File: src/rtl/tx_arbiter_if.sv
// ============================================================================
// if_dev_tx_pipe : handshake bundle into the shared UART transmit pipe
// Revision: 1.0
// ============================================================================
`default_nettype none

interface if_dev_tx_pipe #(
  parameter int WIDTH = 8
);
  logic             rst;
  logic             push_back;
  logic [WIDTH-1:0] data_in;
  logic             full;

  modport arb (
    output rst,
    output push_back,
    output data_in,
    input  full
  );

  modport pipe (
    input  rst,
    input  push_back,
    input  data_in,
    output full
  );
endinterface

`default_nettype wire

File: src/rtl/tx_arbiter.sv
// ============================================================================
// tx_arbiter : round-robin drain of two requester FIFOs into dev_tx_pipe
// Revision: 1.0
// ============================================================================
`default_nettype none

module tx_arbiter #(
  parameter int WIDTH     = 8,
  parameter int BUF_DEPTH = 2
) (
  input  logic                         clk,
  input  logic                         rst_n,
  input  logic                         a_valid,
  input  logic [WIDTH-1:0]             a_data,
  output logic                         a_ready,
  input  logic                         b_valid,
  input  logic [WIDTH-1:0]             b_data,
  output logic                         b_ready,
  input  logic                         flush,
  output logic [$clog2(BUF_DEPTH):0]   a_level,
  output logic [$clog2(BUF_DEPTH):0]   b_level,
  output logic                         busy,
  if_dev_tx_pipe.arb                   tx_pipe
);

  localparam int PW = $clog2(BUF_DEPTH);
  localparam int LW = PW + 1;

  typedef enum logic [1:0] {
    S_IDLE   = 2'd0,
    S_PUSH   = 2'd1,
    S_SETTLE = 2'd2
  } state_t;

  // Index 0 is requester A, index 1 is requester B.
  logic [1:0]       w_wr_valid;
  logic [WIDTH-1:0] w_wr_data [2];
  logic [1:0]       w_ready;
  logic [1:0]       w_pop;
  logic [1:0]       w_nonempty;
  logic [WIDTH-1:0] w_head    [2];
  logic [LW-1:0]    w_level   [2];

  state_t           r_state;
  state_t           w_next;
  logic             w_start;
  logic             w_grant_b;
  logic             r_last_b;
  logic             r_push_back;
  logic             r_pipe_rst;
  logic [WIDTH-1:0] r_data_in;

  assign w_wr_valid   = {b_valid, a_valid};
  assign w_wr_data[0] = a_data;
  assign w_wr_data[1] = b_data;

  generate
    for (genvar gi = 0; gi < 2; gi++) begin : g_fifo
      logic [WIDTH-1:0] r_mem [BUF_DEPTH];
      logic [PW-1:0]    r_wr_ptr;
      logic [PW-1:0]    r_rd_ptr;
      logic [LW-1:0]    r_level;
      logic             w_wr;

      assign w_ready[gi]    = rst_n && !flush && (r_level != LW'(BUF_DEPTH));
      assign w_wr           = w_wr_valid[gi] && w_ready[gi];
      assign w_head[gi]     = r_mem[r_rd_ptr];
      assign w_level[gi]    = r_level;
      assign w_nonempty[gi] = (r_level != '0);

      always_ff @(posedge clk or negedge rst_n) begin
        if (!rst_n) begin
          r_wr_ptr <= '0;
          r_rd_ptr <= '0;
          r_level  <= '0;
        end else if (flush) begin
          r_wr_ptr <= '0;
          r_rd_ptr <= '0;
          r_level  <= '0;
        end else begin
          if (w_wr) r_wr_ptr <= r_wr_ptr + PW'(1);
          if (w_pop[gi]) r_rd_ptr <= r_rd_ptr + PW'(1);
          case ({w_wr, w_pop[gi]})
            2'b10:   r_level <= r_level + LW'(1);
            2'b01:   r_level <= r_level - LW'(1);
            default: r_level <= r_level;
          endcase
        end
      end

      // Storage needs no reset; the level counter guards every read.
      always_ff @(posedge clk) begin
        if (w_wr) r_mem[r_wr_ptr] <= w_wr_data[gi];
      end
    end
  endgenerate

  always_comb begin
    w_next    = r_state;
    w_start   = 1'b0;
    w_grant_b = 1'b0;
    w_pop     = 2'b00;
    case (r_state)
      S_IDLE: begin
        if (!tx_pipe.full && (|w_nonempty)) begin
          w_start   = 1'b1;
          // B wins when it is alone, or on a tie after A had the last grant.
          w_grant_b = w_nonempty[1] && (!w_nonempty[0] || !r_last_b);
          w_pop     = w_grant_b ? 2'b10 : 2'b01;
          w_next    = S_PUSH;
        end
      end
      S_PUSH:   w_next = S_SETTLE;
      S_SETTLE: w_next = S_IDLE;
      default:  w_next = S_IDLE;
    endcase
  end

  always_ff @(posedge clk or negedge rst_n) begin
    if (!rst_n) begin
      r_state     <= S_IDLE;
      r_push_back <= 1'b0;
      r_pipe_rst  <= 1'b0;
      r_data_in   <= '0;
      r_last_b    <= 1'b1;
    end else if (flush) begin
      r_state     <= S_IDLE;
      r_push_back <= 1'b0;
      r_pipe_rst  <= 1'b1;
    end else begin
      r_state     <= w_next;
      r_push_back <= w_start;
      r_pipe_rst  <= 1'b0;
      if (w_start) begin
        r_data_in <= w_grant_b ? w_head[1] : w_head[0];
        r_last_b  <= w_grant_b;
      end
    end
  end

  assign a_ready = w_ready[0];
  assign b_ready = w_ready[1];
  assign a_level = w_level[0];
  assign b_level = w_level[1];
  assign busy    = (r_state != S_IDLE) || (|w_nonempty);

  assign tx_pipe.rst       = r_pipe_rst;
  assign tx_pipe.push_back = r_push_back;
  assign tx_pipe.data_in   = r_data_in;

endmodule

`default_nettype wire

File: src/flat_wrapper.sv
// flat-port wrapper written by rule: the top's interface ports become plain ports
module tx_arbiter_flat 
#(
  parameter int WIDTH     = 8,
  parameter int BUF_DEPTH = 2
)
  (clk, rst_n, a_valid, a_data, a_ready, b_valid, b_data, b_ready, flush, a_level, b_level, busy, tx_pipe_rst, tx_pipe_push_back, tx_pipe_data_in, tx_pipe_full);
  if_dev_tx_pipe #(.WIDTH(WIDTH)) tx_pipe_i ();
  input  logic clk;
  input  logic rst_n;
  input  logic a_valid;
  input  logic [WIDTH-1:0] a_data;
  output logic a_ready;
  input  logic b_valid;
  input  logic [WIDTH-1:0] b_data;
  output logic b_ready;
  input  logic flush;
  output logic [$clog2(BUF_DEPTH):0] a_level;
  output logic [$clog2(BUF_DEPTH):0] b_level;
  output logic busy;
  output wire logic [$bits(tx_pipe_i.rst)-1:0] tx_pipe_rst;
  output wire logic [$bits(tx_pipe_i.push_back)-1:0] tx_pipe_push_back;
  output wire logic [$bits(tx_pipe_i.data_in)-1:0] tx_pipe_data_in;
  input wire logic [$bits(tx_pipe_i.full)-1:0] tx_pipe_full;
  assign tx_pipe_rst = tx_pipe_i.rst;
  assign tx_pipe_push_back = tx_pipe_i.push_back;
  assign tx_pipe_data_in = tx_pipe_i.data_in;
  assign tx_pipe_i.full = tx_pipe_full;
  tx_arbiter #(.WIDTH(WIDTH), .BUF_DEPTH(BUF_DEPTH)) u_core (.clk(clk), .rst_n(rst_n), .a_valid(a_valid), .a_data(a_data), .a_ready(a_ready), .b_valid(b_valid), .b_data(b_data), .b_ready(b_ready), .flush(flush), .a_level(a_level), .b_level(b_level), .busy(busy), .tx_pipe(tx_pipe_i));
endmodule
File: config.mk
export PLATFORM = sky130hd
export DESIGN_NAME = tx_arbiter_flat
export DESIGN_NICKNAME = d
export VERILOG_FILES = /design/src/rtl/tx_arbiter_if.sv /design/src/rtl/tx_arbiter.sv /design/src/flat_wrapper.sv
export SDC_FILE = /design/constraint.sdc
export NUM_CORES = 1
export LEC_CHECK = 0
export ABC_AREA = 1
export CORE_MARGIN = 2
export CORE_UTILIZATION = 40
export CTS_CLUSTER_DIAMETER = 100
export CTS_CLUSTER_SIZE = 14
export DETAILED_ROUTE_END_ITERATION = 6
export PLACE_DENSITY = 0.66
export SETUP_SLACK_MARGIN = 0.2
export SLEW_MARGIN = 20
export SYNTH_ARGS = -nofsm -noshare
export SYNTH_HDL_FRONTEND = slang
export SYNTH_SLANG_ARGS = --single-unit
export TNS_END_PERCENT = 30
File: constraint.sdc
create_clock -name clk -period 1.6 [get_ports clk]
set_input_delay 0.32 -clock clk [delete_from_list [all_inputs] [get_ports clk]]
set_output_delay 0.32 -clock clk [all_outputs]
set_load 0.005 [all_outputs]
==> flow_summary.json <==
{
  "cp.required_ns": 1.28,
  "diodes": 0,
  "drt-pass1-iter-count": 4,
  "r2r_cells": 11,
  "htreeDepth": 2,
  "r2r_end": "u_core.b_level[0]$_DFFE_PN0P_",
  "fmax_ghz": 0.655,
  "cts-buffers-inserted": 5,
  "fill_cells": 479,
  "fp.dieW_um": 79.2,
  "clk_latency_ns": 0.30,
  "powerDensity_nw_per_um2": 1430,
  "initial_utilization": 0.413,
  "period_share": 0.954,
  "max-vdd-ir-drop_uv": 641,
  "regToRegStartpoint": "u_core.b_level[1]$_DFFE_PN0P_",
  "end_kind": "output port",
  "syn_nets": 232,
  "synthTopCellsByArea": "edfxtp_1, dfrtp_1, nand2_1, nor2_1, a21oi_1",
  "syn_area_um2": 2260,
  "skew_ns": 0.00874,
  "finalSetupTns_ns": 0,
  "drive_above_1_share": 0.317,
  "rsz0062_at_grt": "yes",
  "synth.most_common_cell": "nand2_1",
  "drtIter0Drc": 88,
  "cts_tree": "yes",
  "via_per_inst": 4.77,
  "synth_top_cell_area_share": 0.425,
  "hold_class": "input port to async pin",
  "io_pins": 39,
  "ys_seq_area_frac": 0.658,
  "ctsHoldBuffers": 0,
  "hpwl_mm": 3.29,
  "grt_overflow": 0,
  "worstMarginPinSlew_ns": 0.291,
  "r2r_setup_slack_ns": 0.16,
  "drt-total-wl_mm": 4.85,
  "finalMaxSlewViolations": 0,
  "die_h_um": 79.2,
  "cts_root_buf": "clkbuf_8",
  "avgSynthCellArea_um2": 10.8,
  "syn2layout_area_growth_pct": 41.7,
  "cap_violations": 0,
  "slew_headroom": 0.805,
  "cts_buffer_depth": 2,
  "wl_per_cell_um": 13.4,
  "clkTransAtPathRegs_ns": 0.09,
  "crit_arrival_ns": 1.21,
  "grt_use_total": 0.164,
  "worstPathMaxFanout": 3,
  "fin_util": 0.585,
  "synthesis.yosys.warnings": 0,
  "die_area_um2": 6270,
  "ys.flop_type": "edfxtp_1",
  "ant_nets": 0,
  "finalHoldViolCount": 0,
  "grt_pass1_vias": 1698,
  "io_buffers": 38,
  "startpoint_type": "register",
  "fin_nets": 311,
  "fin_crit_ns": 1.53,
  "finalSetupViolCount": 0,
  "vias": 1727,
  "synth_edf_count": 32,
  "core-area_um2": 5470,
  "rows": 27,
  "drc": 0,
  "gp_congestion": 0.730,
  "yosysTopAreaCell": "edfxtp_1",
  "status": "finished clean",
  "syn_inst": 210,
  "ys_async_sr_fraction": 0.396,
  "worstSetupPathType": "register to output port",
  "yosys.cell_types.count": 26,
  "synth_seq_cells": 53,
  "grt_pass1_wl_mm": 7.89,
  "grt_max_degree": 22,
  "leakagePower_uw": 0.00139,
  "antenna_found_initial": 0,
  "clock-sinks": 53,
  "synth_common_cells": "nand2_1, edfxtp_1, nor2_1"
}
==> kinds of logic (layout without fill, tap and decap cells) <==
family | count (synthesis) | in the layout | share of synthesized area
AO/OA/AOI/OAI | 28 | 28 | 0.0686
buffers and inverters | 24 | 104 | 0.0526
flip-flops | 53 | 53 | 0.658
AND/OR/NAND/NOR | 105 | 105 | 0.221
==> sequential cells by signal, summed over array words and instances (netlist names), 2 cells and up <==
register and cells:
u_core.g_fifo.r_wr_ptr 2, u_core.tx_pipe.data_in 8, u_core.a_level 2, u_core.g_fifo.r_rd_ptr 2, u_core.r_state 2, u_core.b_level 2, u_core.g_fifo.r_mem 32
==> per-stage QoR <==
step	cells	total power (uW)	instance area [um2]	worst slack, ns	hold slack (ns)
2_1_floorplan	210	2700	2270	0.171	0.0244
3_3_place_gp	333	3410	2880	-0.271	0.439
5_1_grt	362	4880	3200	0.0111	0.207
3_5_place_dp	333	3440	2880	-0.275	0.467
4_1_cts	354	4300	3050	0.0307	0.185
6_report	362	4570	3200	0.0728	0.180
==> metal layers <==
layer,global-route usage,up-vias,part of all wire
li1,-,850,-
met1,0.208,825,0.42
met2,0.288,45,0.53
met3,0.0295,7,0.035
met4,0.0466,0,0.0087
met5,0,-,0
==> worst max-delay path by stage <==
stage | endpoint | from | slack, ns | depth (start not counted)
6_report | b_ready | u_core.b_level[1]$_DFFE_PN0P_ | 0.07 | 5
5_1_grt | b_ready | u_core.b_level[1]$_DFFE_PN0P_ | 0.01 | 5
4_1_cts | busy | u_core.b_level[0]$_DFFE_PN0P_ | 0.03 | 5
3_5_place_dp | a_ready | rst_n | -0.27 | 4
3_3_place_gp | a_ready | rst_n | -0.27 | 4
2_1_floorplan | u_core.g_fifo[0].r_mem[1][0]$_DFFE_PP_ | u_core.a_level[1]$_DFFE_PN0P_ | 0.17 | 5
==> cell usage in the layout, fill, tap and decap left out, types with 2 or more instances in the layout <==
cell type        instances
nand3_4                  2
buf_6                   12
edfxtp_1                32
clkbuf_8                 5
nor2_4                   7
nand2_1                 49
or2_2                    6
clkinv_1                 3
dfrtp_1                 20
nor2_1                  18
o21ai_0                  3
dlygate4sd2_1            8
clkdlybuf4s50_1         23
buf_4                   23
nand2_4                  5
nor2_2                   4
nand3_1                  6
o211ai_1                 6
a21oi_1                 11
o21ai_1                  4
nand2_2                  3
buf_12                   4
a21oi_2                  4
clkbuf_2                 2
inv_1                   10
inv_2                    7
nand4_1                  3
buf_2                    4
==> critical path, cell delays in order, from the launching register on <==
cell	delay (ns)
dfrtp_1	0.44
buf_6	0.14
nand2_4	0.07
inv_2	0.04
nor2_1	0.10
buf_2	0.13
==> final cells by class <==
cell class	instances	area, um2	share of cell area
repair buffers	77	728	0.227
inverters	19	76.3	0.0238
clock inverters	3	12.5	0.00391
well taps	72	90.1	0.0281
clock buffers	5	68.8	0.0215
flip-flops and latches	53	1490	0.464
multi-input cells	133	739	0.231
==> repair_timing <==
item | in CTS | in global routing
pin swaps | 3 | 7
setup endpoints to repair | 54 | 57
resized for setup | 38 | 28
buffers inserted | 13 | 8
==> where the power goes <==
group / switching [uW] / total, uW / internal [uW] / leakage (uW)
sequential: 133 / 1800 / 1670 / 0.000550
combinational: 995 / 2060 / 1070 / 0.000798
clock: 412 / 708 / 296 / 0.0000430
total: 1540 / 4570 / 3030 / 0.00139
Power figures use the tool's default switching activity.
